[src/rtl/div4_restoring_seq.sv]
// Sequential 4-bit unsigned restoring divider wrapped around an external 4-bit
// ripple subtractor; one quotient bit per clock under a start/done handshake.
module div4_restoring_seq (
    input  logic       clk,
    input  logic       rst_n,
    input  logic       start,
    input  logic [3:0] dividend,
    input  logic [3:0] divisor,
    output logic [3:0] sub_a,
    output logic [3:0] sub_b,
    output logic       sub_c0,
    input  logic [3:0] sub_s,
    input  logic       sub_cout,
    output logic       busy,
    output logic       done,
    output logic [3:0] quotient,
    output logic [3:0] remainder,
    output logic       div_by_zero
);

    typedef enum logic [1:0] {
        IDLE = 2'd0,
        CALC = 2'd1,
        FIN  = 2'd2
    } state_t;

    state_t     state, state_nxt;
    logic [3:0] q_r, r_r, d_r;
    logic [1:0] cnt;
    logic       start_ok;
    logic       accept;
    logic [3:0] q_step, r_step;

    assign sub_c0 = 1'b1;

    always_ff @(posedge clk or negedge rst_n) begin
        if (!rst_n) begin
            state <= IDLE;
        end else begin
            state <= state_nxt;
        end
    end

    always_comb begin
        state_nxt = state;
        start_ok  = 1'b0;
        sub_a     = 4'd0;
        sub_b     = 4'd0;
        accept    = 1'b0;
        q_step    = q_r;
        r_step    = r_r;
        busy      = 1'b0;
        done      = 1'b0;
        case (state)
            IDLE, FIN: begin
                done      = (state == FIN);
                start_ok  = start;
                state_nxt = IDLE;
                if (start) begin
                    state_nxt = (divisor == 4'd0) ? FIN : CALC;
                end
            end
            CALC: begin
                busy   = 1'b1;
                sub_a  = {r_r[2:0], q_r[3]};
                sub_b  = d_r;
                // R[3] set means the shifted remainder is >= 16, always above D
                accept = r_r[3] | sub_cout;
                q_step = {q_r[2:0], accept};
                r_step = accept ? sub_s : sub_a;
                if (cnt == 2'd3) begin
                    state_nxt = FIN;
                end
            end
            default: state_nxt = IDLE;
        endcase
    end

    always_ff @(posedge clk or negedge rst_n) begin
        if (!rst_n) begin
            q_r         <= 4'd0;
            r_r         <= 4'd0;
            d_r         <= 4'd0;
            cnt         <= 2'd0;
            quotient    <= 4'd0;
            remainder   <= 4'd0;
            div_by_zero <= 1'b0;
        end else if (start_ok) begin
            q_r <= dividend;
            d_r <= divisor;
            r_r <= 4'd0;
            cnt <= 2'd0;
            if (divisor == 4'd0) begin
                quotient    <= 4'hF;
                remainder   <= dividend;
                div_by_zero <= 1'b1;
            end
        end else if (state == CALC) begin
            q_r <= q_step;
            r_r <= r_step;
            cnt <= cnt + 2'd1;
            if (cnt == 2'd3) begin
                quotient    <= q_step;
                remainder   <= r_step;
                div_by_zero <= 1'b0;
            end
        end
    end

endmodule

[config.mk]
export PLATFORM = sky130hd
export DESIGN_NAME = div4_restoring_seq
export DESIGN_NICKNAME = d
export VERILOG_FILES = /design/src/rtl/div4_restoring_seq.sv
export SDC_FILE = /design/constraint.sdc
export NUM_CORES = 1
export LEC_CHECK = 0
export ABC_AREA = 1
export CAP_MARGIN = 20
export CORE_MARGIN = 8
export CORE_UTILIZATION = 50
export CTS_CLUSTER_SIZE = 20
export DETAILED_ROUTE_END_ITERATION = 10
export PLACE_DENSITY = 0.82
export SYNTH_ARGS = -nofsm -noshare
export SYNTH_HDL_FRONTEND = slang
export SYNTH_SLANG_ARGS = --single-unit
[constraint.sdc]
create_clock -name clk -period 3.1 [get_ports clk]
set_clock_uncertainty 0.2 [all_clocks]
set_input_delay 0.31 -clock clk [delete_from_list [all_inputs] [get_ports clk]]
set_output_delay 0.31 -clock clk [all_outputs]
set_load 0.05 [all_outputs]
Word-level counts from Yosys, hierarchy flattened --
Cells that the tools add are included.
Storage, ports and cells: register bits 25, input port bits 16, output and inout bits 20, logic and storage cells 49
Operators by class: add/subtract/negate cells 1, equal/unequal tests 5, multiplexer cells 28, bitwise gates (word level) 1, reductions and logical operators 6
Operator list (number):
- 4-bit two-way mux | 15
- 2-bit two-way mux | 5
- 1-bit two-way mux | 7
- 2-bit == test (second input constant) | 2
- 4-bit zero test | 1
- 2-bit case mux with 2 select lines | 1
- 2-bit nonzero test | 2
- 3-bit AND reduction | 1
- 2-bit by 1-bit adder with 2-bit output (second input constant) | 1
- 2-bit by 1-bit == test with 1-bit output (second input constant) | 1
- 2-bit zero test | 1
- 2-bit by 1-bit inequality test with 1-bit output (second input constant) | 1
- 2-bit inequality test (second input constant) | 1
- 2-bit OR reduction | 1
- 1-bit bitwise OR | 1

Depth between registers and ports, before layout --
word-level depth 5, depth in mapped cells 8, depth with buffers taken out 8

Worst setup path after synthesis --
OpenSTA, ideal clock, no wires.
kind reg-to-output, start point register state[1], end point output sub_a[0], arrival 1.358 ns, data required time 2.590 ns, slack 1.232 ns, cell stages (with the launch flop) 5, path buffers 1, cell sequence dfrtp_1 -> inv_1 -> nand2_4 -> buf_2 -> nor2_1
On the way: cells in the longest elaborated chain, start to end 2
Ends and longest elaborated chain:
- from (decl) | RTL line 27 | state_t state, state_nxt;
- from (signal assigned) | RTL line 40 | state <= state_nxt;
- 2-bit by 1-bit == test with 1-bit output | RTL line 54 | case (state)
- 4-bit two-way mux | RTL line 54
- to (decl) | RTL line 9 | output logic [3:0] sub_a,
No other way between the ends.

Final worst setup path --
start point register state[1], end point output sub_b[0]
On the way: cells in the longest elaborated chain, start to end 2
Ends and longest elaborated chain:
- 2-bit by 1-bit == test with 1-bit output | RTL line 54
- 4-bit two-way mux | RTL line 54
- to (decl) | RTL line 10 | output logic [3:0] sub_b,
No other way between the ends.

==> results by group <==
Global route
  – First-pass GRT wire length: roughly 4800 µm
  – Grt ovf: 0
  – Largest net degree at the start of global routing: 26
  – Vias in the first global route: roughly 1100
  – Initial antenna violation count: 0
  – GRT Util Overall: 0.139

STA
  – RSZ-0062 raised after global routing: no
  – Fin. Hold Viols: 0
  – Setup TNS: 0 ps
  – Max frequency: 408 MHz
  – Max-slew headroom: 0.649
  – Fin. max-slew vios: 0
  – Worst slew pin tran: 525 ps
  – Final period util: 0.791
  – Final setup vio count: 0
  – Tmin final: between 2000 and 2500 ps

Synthesis
  – Mux cell area share after synthesis: 0
  – Simple-gate area share of the yosys netlist: 0.284
  – Ys Warns: 0
  – Register bit total from synthesis: 25
  – Avg Inst Size Synth: about 9 µm²
  – Synthesized net count: approximately 160
  – Top cell type's share of synthesized area: 0.500
  – XOR/XNOR share of the synthesized area: 0
  – Compound-Gate Fraction of Synth Area: 0.100
  – Post-synth top area cell: dfrtp_1
  – Mapped Area: ~0.0013 mm²
  – Seq/Total Area, Yosys: 0.500
  – Largest family of logic cells by synthesized area: simple AND/OR/NAND/NOR gates
  – Most area-consuming cells after synthesis: dfrtp_1 (50%), nand2_1 (7.5%), nor2_1 (6.3%)
  – Synth unique cells: 22
  – Synth Instances: about 140
  – Adder-cell share of the synthesized area: 0.0100

Power and ir drop
  – Net Sw Power: between 1000 and 1500 µW
  – Leak pwr: between 0.0007 and 0.0008 µW
  – Pwr dens: 1240 mW/mm²
  – Gate power share: 0.635
  – Peak VDD IR: 835 µV
  – Clock power share: 0.076
  – Cell-internal power: approximately 940 µW
  – Switch share: 0.529
  – Reg power frac: 0.289

Routing
  – Drt wl/cell: 13.8 µm
  – Via Count: 1059
  – Vias per cell: a little over 5
  – DRT iter0 DRCs: between 40 and 50
  – DRC viols: 0
  – Final WL: 2820 µm
  – First-pass iteration count of the detailed router: 4
  – Post-route ant nets: 0

Layout
  – Finished Cell Area: ~0.0016 mm²
  – Most frequent cells in the layout: clkdlybuf4s50_1 (34), nand2_1 (25), dfrtp_1 (25), nor2_1 (21), inv_1 (15)
  – Filler instances: 213
  – Post-layout util: 0.662
  – FF/Latch Area: between 600 and 700 µm²
  – Multi-input logic area: ~500 µm²
  – Antenna cells: 0
  – Most common cell after layout, fill and taps aside: clkdlybuf4s50_1
  – Layout area overhead: 28.7%
  – Ratio of cells with drive above 1 in the final layout: 0.144
  – Layout Nets: between 150 and 200

Setup path
  – Worst Path Arrival: a little under 2000 ps
  – Crit path kind: flip-flop to output port
  – CP cell instances: inv_1 > nand2_4 > nor2_1 > clkdlybuf4s50_1
  – Critical Path Start Type: flip-flop
  – Critical path's slowest cell: clkdlybuf4s50_1
  – Critical Path End Type: output port
  – Worst stage delay on the critical path: 840 ps
  – CP required: around 2600 ps
  – Worst R2R Path Depth: 6
  – CP max FO: 16

Status
  – Status: finished, final reports clean

Placement
  – Port bufs: 34
  – DP Wirelength: 2140 µm
  – GP Congestion: roughly 0.84
  – Area post-placement: ~0.0016 mm²

Min path
  – Worst Hold Class: primary input to asynchronous set/reset pin

Clocking
  – Worst-path clk slew: about 150 ps
  – CTS tree: done
  – CTS buffer count: 3
  – Clock Tree Buf Depth: 2
  – Clock sinks: 25
  – CTS root buf: clkbuf_4
  – Worst skew pair latency: ~330 ps
  – Cts hold-fix bufs: 0
  – Post_cts resized: 0
  – Postcts setup bufs: 0
  – H-tree depth: 1

Floorplan
  – Core Box Area: 0.00243 mm²
  – Ports: 36
  – Initial core utilization: 0.514
  – Die Y: 66.0 µm
  – Die area: around 0.0044 mm²
  – Die W: between 60 and 70 µm
  – Rows: 18

Run
  – Max Cap Viol: 0
-- worst max-delay path: cells and delay by family (launching register included) --
kind | cells | cell delay (ps)
buffers and inverters | 2 | 940
DFF | 1 | 380
and+or+nand+nor | 2 | 300
-- final timing paths --
path | endpoint | start | slack [ps]
max | sub_b[0] | state[1] | 650
min | div_by_zero | rst_n | 120
max reg2reg | div_by_zero | state[0] | 1550
min reg2reg | cnt[0] | cnt[0] | 300
max in group asynchronous | d_r[3] | rst_n | 2340
min in group clk | cnt[0] | cnt[0] | 300
-- power by group through the flow --
stage / logic [µW] / registers (µW) / clock network [µW]
floorplan: 785 / 760 / 0
global placement: 1250 / 580 / 0
detailed placement: 1280 / 586 / 0
CTS: 1280 / 579 / 156
global route: 1370 / 598 / 170
finish: 1270 / 579 / 152
-- final cells by class --
cell class / count / area share
tap: 30 / 0.0233
multi-input combinational: 92 / 0.308
inverter: 18 / 0.0451
sequential: 25 / 0.389
timing repair buffer: 35 / 0.216
clock inverter: 1 / 0.00466
clock buffer: 3 / 0.0140
-- metal layers --
layer	vias up	track usage	wire, µm
met2	32	0.247	1410
met1	511	0.149	1150
met3	5	0.0390	198
met5	-	0	0
li1	511	-	-
met4	0	0.0640	55
-- stage by stage --
stage | hold WS (ps) | cells | total power [µW] | setup WS, ps
3_5_place_dp | 275 | 200 | 1860 | 1010
6_report | 118 | 204 | 2000 | 647
3_3_place_gp | 260 | 200 | 1830 | 1060
4_1_cts | 125 | 204 | 2020 | 632
5_1_grt | 151 | 204 | 2140 | 570
2_1_floorplan | -186 | 141 | 1540 | 1230
-- cell usage after synthesis (all sizes together) --
cell type and instances:
nand2 36, dfrtp 25, nor2 22, inv 17, nand3 14, o21ai 9, buf 6, a31oi 4
o221ai 4, a21oi 1, clkinv 1, conb 1, ha 1
-- registers in the layout (all words and copies together), names as in the netlist --
signal       count
quotient         4
cnt              2
remainder        4
div_by_zero      1
state            2
r_r              4
d_r              4
q_r              4
-- logic make-up (layout without fill, tap and decap cells) --
kind of cell,after synthesis,after routing
DFF,25,25
and+or+nand+nor,72,72
other,1,1
buffers and inverters,24,57
AOI/OAI and AO/OA,18,18
adders and majority gates,1,1
(Power assumes the default switching activity.)
